**src/rtl/adc_sched_pkg.sv**
```systemverilog
// Shared types and constants for the ADC conversion scheduler.
package adc_sched_pkg;

  typedef enum logic [1:0] {
    IDLE      = 2'd0,
    REQ       = 2'd1,
    WAIT_DONE = 2'd2,
    STORE     = 2'd3
  } sched_state_e;

  localparam logic CH_P1 = 1'b0;
  localparam logic CH_P2 = 1'b1;

endpackage

```
**src/rtl/adc_scheduler_if.sv**
```systemverilog
// Request/response handshake between the scheduler (master) and the SPI ADC core (slave).
interface adc_scheduler_if #(
  parameter int DATA_W = 12
);
  logic              conv_req;
  logic              conv_ch;
  logic              conv_done;
  logic [DATA_W-1:0] conv_data;

  modport master (output conv_req, output conv_ch, input conv_done, input conv_data);
  modport slave  (input conv_req, input conv_ch, output conv_done, output conv_data);
endinterface

```
**src/rtl/sample_tick.sv**
```systemverilog
// Free-running sample divider: one-cycle tick every DIV cycles while enabled; disabling clears it.
module sample_tick #(
  parameter int DIV = 24000
) (
  input  logic clk,
  input  logic reset,
  input  logic enable,
  output logic tick
);
  localparam int CNT_W = (DIV > 1) ? $clog2(DIV) : 1;
  localparam logic [CNT_W-1:0] LAST = CNT_W'(DIV - 1);

  logic [CNT_W-1:0] cnt_q, cnt_d;

  always_comb begin
    cnt_d = '0;
    if (enable && (cnt_q != LAST)) cnt_d = cnt_q + CNT_W'(1);
  end

  always_ff @(posedge clk) begin
    if (!reset) cnt_q <= '0;
    else        cnt_q <= cnt_d;
  end

  assign tick = enable && (cnt_q == LAST);
endmodule

```
**src/rtl/adc_scheduler.sv**
```systemverilog
// Periodic conversion scheduler for the shared 2-channel ADC; ADC_AVG_EN enables per-channel averaging.
// state     | meaning
// IDLE      | waiting for a sample tick; channel latched on tick
// REQ       | first cycle of conv_req; wait counter loaded
// WAIT_DONE | conv_req held until conv_done or wait counter expires
// STORE     | captured result written to p1data/p2data with valid pulse
module adc_scheduler
  import adc_sched_pkg::*;
#(
  parameter int SAMPLE_DIV = 24000,
  parameter int DATA_W     = 12,
  parameter int TIMEOUT    = 255
) (
  input  logic              clk,
  input  logic              reset,
  input  logic              enable,
  input  logic              mode_multi,
  adc_scheduler_if.master   adc,
  output logic [DATA_W-1:0] p1data,
  output logic [DATA_W-1:0] p2data,
  output logic              p1_valid,
  output logic              p2_valid,
  output logic              overrun,
  output logic              timeout_err
);
  localparam int WAIT_W = $clog2(TIMEOUT + 1);
  localparam logic [WAIT_W-1:0] WAIT_LOAD = WAIT_W'(TIMEOUT - 1);

  sched_state_e      state_q, state_d;
  logic              tick;
  logic              next_ch_q, next_ch_d;
  logic              conv_ch_q, conv_ch_d;
  logic [WAIT_W-1:0] wait_cnt_q, wait_cnt_d;
  logic [DATA_W-1:0] cap_q, cap_d;
  logic [DATA_W-1:0] p1data_q, p1data_d, p2data_q, p2data_d;
  logic              p1_valid_q, p1_valid_d, p2_valid_q, p2_valid_d;
  logic              overrun_q, overrun_d, timeout_err_q, timeout_err_d;
  logic [DATA_W-1:0] store_val;
`ifdef ADC_AVG_EN
  logic [1:0]        primed_q, primed_d;
  logic [DATA_W-1:0] old_val;
  logic [DATA_W:0]   avg_sum;
`endif

  sample_tick #(.DIV(SAMPLE_DIV)) u_tick (
    .clk    (clk),
    .reset  (reset),
    .enable (enable),
    .tick   (tick)
  );

  always_ff @(posedge clk) begin
    if (!reset) begin
      state_q       <= IDLE;
      next_ch_q     <= CH_P1;
      conv_ch_q     <= CH_P1;
      wait_cnt_q    <= '0;
      cap_q         <= '0;
      p1data_q      <= '0;
      p2data_q      <= '0;
      p1_valid_q    <= 1'b0;
      p2_valid_q    <= 1'b0;
      overrun_q     <= 1'b0;
      timeout_err_q <= 1'b0;
`ifdef ADC_AVG_EN
      primed_q      <= 2'b00;
`endif
    end else begin
      state_q       <= state_d;
      next_ch_q     <= next_ch_d;
      conv_ch_q     <= conv_ch_d;
      wait_cnt_q    <= wait_cnt_d;
      cap_q         <= cap_d;
      p1data_q      <= p1data_d;
      p2data_q      <= p2data_d;
      p1_valid_q    <= p1_valid_d;
      p2_valid_q    <= p2_valid_d;
      overrun_q     <= overrun_d;
      timeout_err_q <= timeout_err_d;
`ifdef ADC_AVG_EN
      primed_q      <= primed_d;
`endif
    end
  end

  // conv_done wins over an expiring wait counter in the same cycle
  always_comb begin
    state_d = state_q;
    case (state_q)
      IDLE:      if (tick) state_d = REQ;
      REQ:       state_d = WAIT_DONE;
      WAIT_DONE: begin
        if (adc.conv_done)          state_d = STORE;
        else if (wait_cnt_q == '0)  state_d = IDLE;
      end
      STORE:     state_d = IDLE;
      default:   state_d = IDLE;
    endcase
  end

  always_comb begin
`ifdef ADC_AVG_EN
    old_val   = (conv_ch_q == CH_P1) ? p1data_q : p2data_q;
    avg_sum   = {1'b0, old_val} + {1'b0, cap_q} + (DATA_W + 1)'(1);
    store_val = primed_q[conv_ch_q] ? avg_sum[DATA_W:1] : cap_q;
    primed_d  = primed_q;
`else
    store_val = cap_q;
`endif
    next_ch_d     = next_ch_q;
    conv_ch_d     = conv_ch_q;
    wait_cnt_d    = wait_cnt_q;
    cap_d         = cap_q;
    p1data_d      = p1data_q;
    p2data_d      = p2data_q;
    p1_valid_d    = 1'b0;
    p2_valid_d    = 1'b0;
    timeout_err_d = timeout_err_q;
    overrun_d     = overrun_q | (tick && (state_q != IDLE));
    case (state_q)
      IDLE: if (tick) conv_ch_d = mode_multi ? next_ch_q : CH_P1;
      REQ:  wait_cnt_d = WAIT_LOAD;
      WAIT_DONE: begin
        if (adc.conv_done) begin
          cap_d = adc.conv_data;
        end else if (wait_cnt_q == '0) begin
          timeout_err_d = 1'b1;
          next_ch_d     = mode_multi ? ~conv_ch_q : CH_P1;
        end else begin
          wait_cnt_d = wait_cnt_q - WAIT_W'(1);
        end
      end
      STORE: begin
        if (conv_ch_q == CH_P1) begin
          p1data_d   = store_val;
          p1_valid_d = 1'b1;
        end else begin
          p2data_d   = store_val;
          p2_valid_d = 1'b1;
        end
`ifdef ADC_AVG_EN
        primed_d[conv_ch_q] = 1'b1;
`endif
        next_ch_d = mode_multi ? ~conv_ch_q : CH_P1;
      end
      default: ;
    endcase
  end

  assign adc.conv_req = (state_q == REQ) || (state_q == WAIT_DONE);
  assign adc.conv_ch  = conv_ch_q;
  assign p1data       = p1data_q;
  assign p2data       = p2data_q;
  assign p1_valid     = p1_valid_q;
  assign p2_valid     = p2_valid_q;
  assign overrun      = overrun_q;
  assign timeout_err  = timeout_err_q;
endmodule

```
**src/flat_wrapper.sv**
```systemverilog
// flat-port wrapper written by rule: the top's interface ports become plain ports
module adc_scheduler_flat import adc_sched_pkg::*;
#(
  parameter int SAMPLE_DIV = 24000,
  parameter int DATA_W     = 12,
  parameter int TIMEOUT    = 255
)
  (clk, reset, enable, mode_multi, p1data, p2data, p1_valid, p2_valid, overrun, timeout_err, adc_conv_req, adc_conv_ch, adc_conv_done, adc_conv_data);
  adc_scheduler_if #(.DATA_W(DATA_W)) adc_i ();
  input  logic clk;
  input  logic reset;
  input  logic enable;
  input  logic mode_multi;
  output logic [DATA_W-1:0] p1data;
  output logic [DATA_W-1:0] p2data;
  output logic p1_valid;
  output logic p2_valid;
  output logic overrun;
  output logic timeout_err;
  output wire logic [$bits(adc_i.conv_req)-1:0] adc_conv_req;
  output wire logic [$bits(adc_i.conv_ch)-1:0] adc_conv_ch;
  input wire logic [$bits(adc_i.conv_done)-1:0] adc_conv_done;
  input wire logic [$bits(adc_i.conv_data)-1:0] adc_conv_data;
  assign adc_conv_req = adc_i.conv_req;
  assign adc_conv_ch = adc_i.conv_ch;
  assign adc_i.conv_done = adc_conv_done;
  assign adc_i.conv_data = adc_conv_data;
  adc_scheduler #(.SAMPLE_DIV(SAMPLE_DIV), .DATA_W(DATA_W), .TIMEOUT(TIMEOUT)) u_core (.clk(clk), .reset(reset), .enable(enable), .mode_multi(mode_multi), .adc(adc_i), .p1data(p1data), .p2data(p2data), .p1_valid(p1_valid), .p2_valid(p2_valid), .overrun(overrun), .timeout_err(timeout_err));
endmodule
```
**config.mk**
```make
export PLATFORM = sky130hd
export DESIGN_NAME = adc_scheduler_flat
export DESIGN_NICKNAME = d
export VERILOG_FILES = /design/src/rtl/adc_sched_pkg.sv /design/src/rtl/adc_scheduler_if.sv /design/src/rtl/sample_tick.sv /design/src/rtl/adc_scheduler.sv /design/src/flat_wrapper.sv
export SDC_FILE = /design/constraint.sdc
export NUM_CORES = 1
export LEC_CHECK = 0
export ABC_CLOCK_PERIOD_IN_PS = 1890
export BUFFER_PORTS_ARGS = -buffer_cell sky130_fd_sc_hd__clkbuf_2
export CORE_MARGIN = 8
export CORE_UTILIZATION = 46
export CTS_BUF_LIST = sky130_fd_sc_hd__clkbuf_4 sky130_fd_sc_hd__clkbuf_8
export DETAILED_ROUTE_END_ITERATION = 16
export GPL_TIMING_DRIVEN = 0
export PLACE_DENSITY_LB_ADDON = 0.12
export SLEW_MARGIN = 20
export SYNTH_ARGS = -nofsm -noshare
export SYNTH_HDL_FRONTEND = slang
export SYNTH_SLANG_ARGS = --single-unit
```
**constraint.sdc**
```tcl
create_clock -name clk -period 1.89 [get_ports clk]
set_input_delay 0.189 -clock clk [delete_from_list [all_inputs] [get_ports clk]]
set_output_delay 0.189 -clock clk [all_outputs]
set_load 0.01 [all_outputs]
```
### Word level (Yosys, flattened, before mapping)

Cells that the tools add are included.

* bitwise operators: 3
* shift operators: 0
* magnitude comparators: 0
* mux-type cells: 14
* div/mod/pow operators: 0
* multipliers: 0
* reduce and logical (&&, ||, !) cells: 19
* $add $sub $neg: 2
* equal/unequal tests: 10

Operators with widths (number)
* 2-to-1 mux 8 bit: 2
* case mux 8 bit (2 select lines): 1
* adder 15 x 1 -> 15 bit, second input constant: 1
* equality test 15 bit, second input constant: 1
* != test 15 bit, second input constant: 1
* AND reduction 2 bit: 7
* AND reduction 3 bit: 3
* logical NOT 8 bit: 1
* case mux 2 bit (4 select lines): 1
* subtractor 8 x 1 -> 8 bit, second input constant: 1
* 2-to-1 mux 1 bit: 6
* 2-to-1 mux 2 bit: 3
* nonzero test 2 bit: 3
* equality test 2 bit, second input constant: 2
* != test 2 x 1 -> 1 bit, second input constant: 2
* != test 2 bit, second input constant: 2
* logical AND 1 bit: 3
* != test 3 x 2 -> 1 bit, second input constant: 1
* equality test 2 x 1 -> 1 bit, second input constant: 1
* logical NOT 2 bit: 1
* NOT 1 bit: 2
* case mux 1 bit (2 select lines): 1
* logical OR 1 bit: 1
* OR 1 bit: 1

* logic and storage cells: 60
* register bits after elaboration: 67
* input port bits: 17
* ROM bits: 0
* bits in latches: 0
* RAM bits: 0
* memories kept: 0

### Logic depth before layout (Yosys ltp)

* word-level depth: 5
* mapped depth: 7
* depth with buffers taken out: 7

### Cells and area by module

A second synthesis with hierarchy kept.

* cell total of the unflattened synthesis: 327
* area, all modules: 2930.3 um^2

By module, submodules not included
* adc_scheduler: seq. area each 1041.0 um^2, cells an instance 250, instances 1, area each 2232.1 um^2
* sample_tick: seq. area each 300.3 um^2, cells an instance 77, instances 1, area each 698.2 um^2

### Worst setup path before layout

No wires, ideal clock.

* kind: register to register
* from: reg u_core.u_tick.cnt_q[13]
* to: reg u_core.state_q[0]
* setup slack: 0.192 ns
* clock period less this slack: 1.698 ns
* library setup time: 0.122 ns
* stages on the path, launching flop included: 5
* data arrival time: 1.577 ns
* buffers on the path: 0
* required time: 1.768 ns
* cells stage by stage: dfxtp_1 > or4b_4 > nor4_4 > o211ai_2 > o311a_1

* word-level cells in the longest chain between the ends: 4

Ends and longest elaborated chain
* from (decl): RTL line sample_tick.sv:13 `logic [CNT_W-1:0] cnt_q, cnt_d;`
* from (signal assigned): RTL line sample_tick.sv:22 `else cnt_q <= cnt_d;`
* equality test 15 bit: RTL line sample_tick.sv:25 `assign tick = enable && (cnt_q == LAST);`
* logical AND 1 bit: RTL line sample_tick.sv:25
* != test 2 x 1 -> 1 bit (no line)
* AND reduction 2 bit (no line)
* to (signal assigned): RTL line adc_scheduler.sv:69 `state_q <= state_d;`
* to (decl): RTL line adc_scheduler.sv:29 `sched_state_e state_q, state_d;`

Every way passes these cells.
A chain may end at the register's enable or synchronous reset.

### Worst setup path in the final report

* from: reg u_core.state_q[0]
* to: reg u_core.wait_cnt_q[7]

* word-level cells in the longest chain between the ends: 3
* elaborated cells between the ends (all ways): 7
* those cells by class: eq/ne: 4; mux: 1; reduce/logical: 2

Ends and longest elaborated chain
* equality test 2 bit / equality test 2 x 1 -> 1 bit (equally long branches): RTL line adc_scheduler.sv:120 `case (state_q)`
* != test 2 bit (no line) / nonzero test 2 bit (equally long branches)
* AND reduction 3 bit (no line)
* to (signal assigned): RTL line adc_scheduler.sv:72 `wait_cnt_q <= wait_cnt_d;`
* to (decl): RTL line adc_scheduler.sv:33 `logic [WAIT_W-1:0] wait_cnt_q, wait_cnt_d;`

Parallel ways exist; a longest one is shown, timed or not.

==> reports/results.txt <==
# DRC: 0
Final nets: 395
Cell Area, Placed: 3080 µm²
vias in the first global route: 2084
Max Cap Viol: 0
RePlAce Congestion: 0.752
sequential fraction of the synthesis area: 0.486
cell count after synthesis: 315
# rows: 28
DR pass1 iterations: 4
Slew @ Worst Pin: 0.554 ns
Synth Cell Area: 2760 µm²
fmax: 585 MHz
critical path's slowest cell: dfxtp_1
clock skew: 0.00696 ns
final hold vios: 0
average size of a mapped cell: 8.77 µm²
final max-slew violation count: 0
H-tree lvl count: 3
largest net degree at the start of global routing: 12
WL/cell: 13.3 µm
Mapped Nets: 339
critical path startpoint category: register
layout cells sized above 1: 0.189
Setup Viol. Count Final: 0
crit-path max FO: 8
DPL Wire Length: 4.39 mm
status: finished, final reports clean
clock latency on the worst-skew pair: 0.34 ns
library cells used by synthesis: 34
Final period util: 0.904
gr ovfl total: 0
ant diodes: 0
global-route wire length before repair: 9.89 mm
reg2reg start: u_core.state_q[0]
Clk Tree Root Cell: clkbuf_8
crit end category: register
routed vias/inst: 4.89
P per Cell Area: 814 nW/µm²
final setup margin: 0.182 ns
TritonCTS clock tree: done
CP max stage delay: 0.34 ns
WP buf/inv: 1
Worst EP required: 2.15 ns
crit path from: u_core.state_q[0]
Reg clk slew, reported paths: 0.07 ns
Die H: 93.5 µm
Total Neg Setup Slack: 0 ns
Sinks on Clock Net: 67
TritonCTS Buffers: 9
RSZ-0062 raised after global routing: no
post-route ant nets: 0
clock buffer depth: 2
Core Footprint: 5850 µm²
LEAKAGE: 1.25 nW
vias: 2207
die area: 8740 µm²
Post-Layout Cell Count: 451
Top delay family on crit path: compound AO/OA/AOI/OAI gates
Worst VDD drop: 0.000568 V
HP Start: adc_conv_data[0]
initial antenna violation count: 0
#FFs+latches synth: 67
Slew HR: 0.631
GRT Overall Usage: 0.145
final WL: 5.99 mm
HP Class: primary input to register
WS Path Type: register to register
post-CTS setup buffers: 0
Area Growth Syn to Fin: 19.5%
Final Util: 0.564
Initial Utilization: 0.472
min cycle time layout: 1.71 ns
IO Pins: 47
Post-Place Setup Slack: 0.0863 ns
Iteration-0 DRC Markers: 97
Yosys Warn Count: 0
Post-Layout Inst Area: 3300 µm²
die width: 93.5 µm
DP Cell Count: 435
WP data arrival: 1.97 ns
crit-path cells: inv_1 -> ha_1 -> nand2b_1 -> a31oi_4 -> nand4_1 -> xor2_1 -> a21boi_0
PortBufs: 45
## synth_stat cells
library cell	number	area (µm²)
nor2_1	22	82.6
nor4_4	1	21.3
o311a_1	1	10.0
o22ai_1	1	6.26
o21a_1	1	7.51
nand4b_1	1	8.76
a31o_2	1	8.76
o211ai_2	1	12.5
or4b_4	1	13.8
and2_1	3	18.8
o211a_1	1	10.0
nand4_1	3	18.8
a31oi_1	1	6.26
and2_0	1	6.26
nor3_1	4	20.0
and3_1	2	12.5
nand3b_1	1	7.51
a31oi_2	1	12.5
clkbuf_1	12	45.0
a21boi_0	42	315
xor2_1	15	131
nand3b_2	1	11.3
inv_1	8	30.0
nand2b_1	4	25.0
nand2_1	83	312
nand3_1	15	75.1
o21ai_0	3	15.0
ha_1	7	87.6
o211ai_1	1	7.51
nor2b_1	4	25.0
mux2i_1	1	10.0
xnor2_1	4	35.0
buf_6	1	11.3
dfxtp_1	67	1340
## cells in the final DEF, fill, tap and decap left out, types with 2 or more instances in the layout
cell type,n
clkbuf_4,2
dfxtp_1,67
nor2b_1,4
ha_1,7
clkbuf_8,10
clkbuf_1,10
nand4_1,3
xnor2_1,4
o21ai_0,3
clkbuf_2,47
xor2_1,15
nand3_1,15
a21boi_0,42
nor3_1,3
clkinvlp_4,2
inv_1,8
and3_1,2
and2_1,3
nand2_1,83
nor2_1,22
nand2b_1,4
## power by group
part | internal (mW) | switching (mW) | total, mW
Clock | 0.673 | 0.533 | 1.21
Sequential | 1.41 | 0.00142 | 1.41
Combinational | 0.0303 | 0.0334 | 0.0637
## per-stage QoR
| stage | total power [mW] | hold WS [ns] |
|---|---|---|
| 2_1_floorplan | 1.48 | 0.334 |
| 3_3_place_gp | 1.51 | 0.428 |
| 3_5_place_dp | 1.51 | 0.434 |
| 4_1_cts | 2.71 | 0.0660 |
| 5_1_grt | 2.78 | 0.0786 |
| 6_report | 2.68 | 0.0780 |
## registers in the layout, summed over array words and instances (netlist names)
name	cells
u_core.timeout_err	1
u_core.p1_valid	1
u_core.p2_valid	1
u_core.p2data	12
u_core.p1data	12
u_core.wait_cnt_q	8
u_core.u_tick.cnt_q	15
u_core.cap_q	12
u_core.adc.conv_ch	1
u_core.state_q	2
u_core.next_ch_q	1
u_core.overrun	1
## metal layers
metal / wire length, µm / global-route usage / vias to the layer above / part of all wire
li1: - / - / 1155 / -
met1: 2880 / 0.181 / 996 / 0.48
met2: 2640 / 0.220 / 43 / 0.44
met3: 331 / 0.0393 / 13 / 0.055
met4: 133 / 0.0805 / 0 / 0.022
met5: 0 / 0 / - / 0
## cells by family (layout without fill, tap and decap cells)
family          after synthesis  count (layout)  share of synthesized area
buf+inv                      21              82                     0.0313
compound gates               54              54                      0.149
simple gates                146             146                      0.238
mux                           1               1                    0.00362
fa+ha+maj                     7               7                     0.0317
xor+xnor                     19              19                     0.0603
flops                        67              67                      0.486
## worst register-to-register path, stage by stage, from the launching register on
cell      delay [ns]
dfxtp_1         0.34
inv_1           0.14
ha_1            0.24
nand2b_1        0.16
a31oi_4         0.28
nand4_1         0.15
xor2_1          0.17
a21boi_0        0.15
## cell type report
class | instances | area, µm²
fillers | 563 | 2550
multi-input cells | 227 | 1350
flip-flops and latches | 67 | 1340
repair buffers | 45 | 225
clock buffers | 12 | 153
well taps | 75 | 93.8
plain buffers | 13 | 58.8
clock inverters | 4 | 50.0
inverters | 8 | 30.0
## path summary, 6_finish.rpt
path                                               end  slack, ns  cells past startpoint
worst max-delay path              u_core.wait_cnt_q[7]       0.18                      7
worst min-delay path                   u_core.cap_q[0]       0.08                      3
worst max register to register    u_core.wait_cnt_q[7]       0.18                      7
worst min register to register  u_core.u_tick.cnt_q[0]       0.45                      1
## repair_timing
item,CTS,global route
resized for setup,0,6
endpoints found under the setup margin,0,27
hold buffers,0,0
Power figures use the tool's default switching activity.
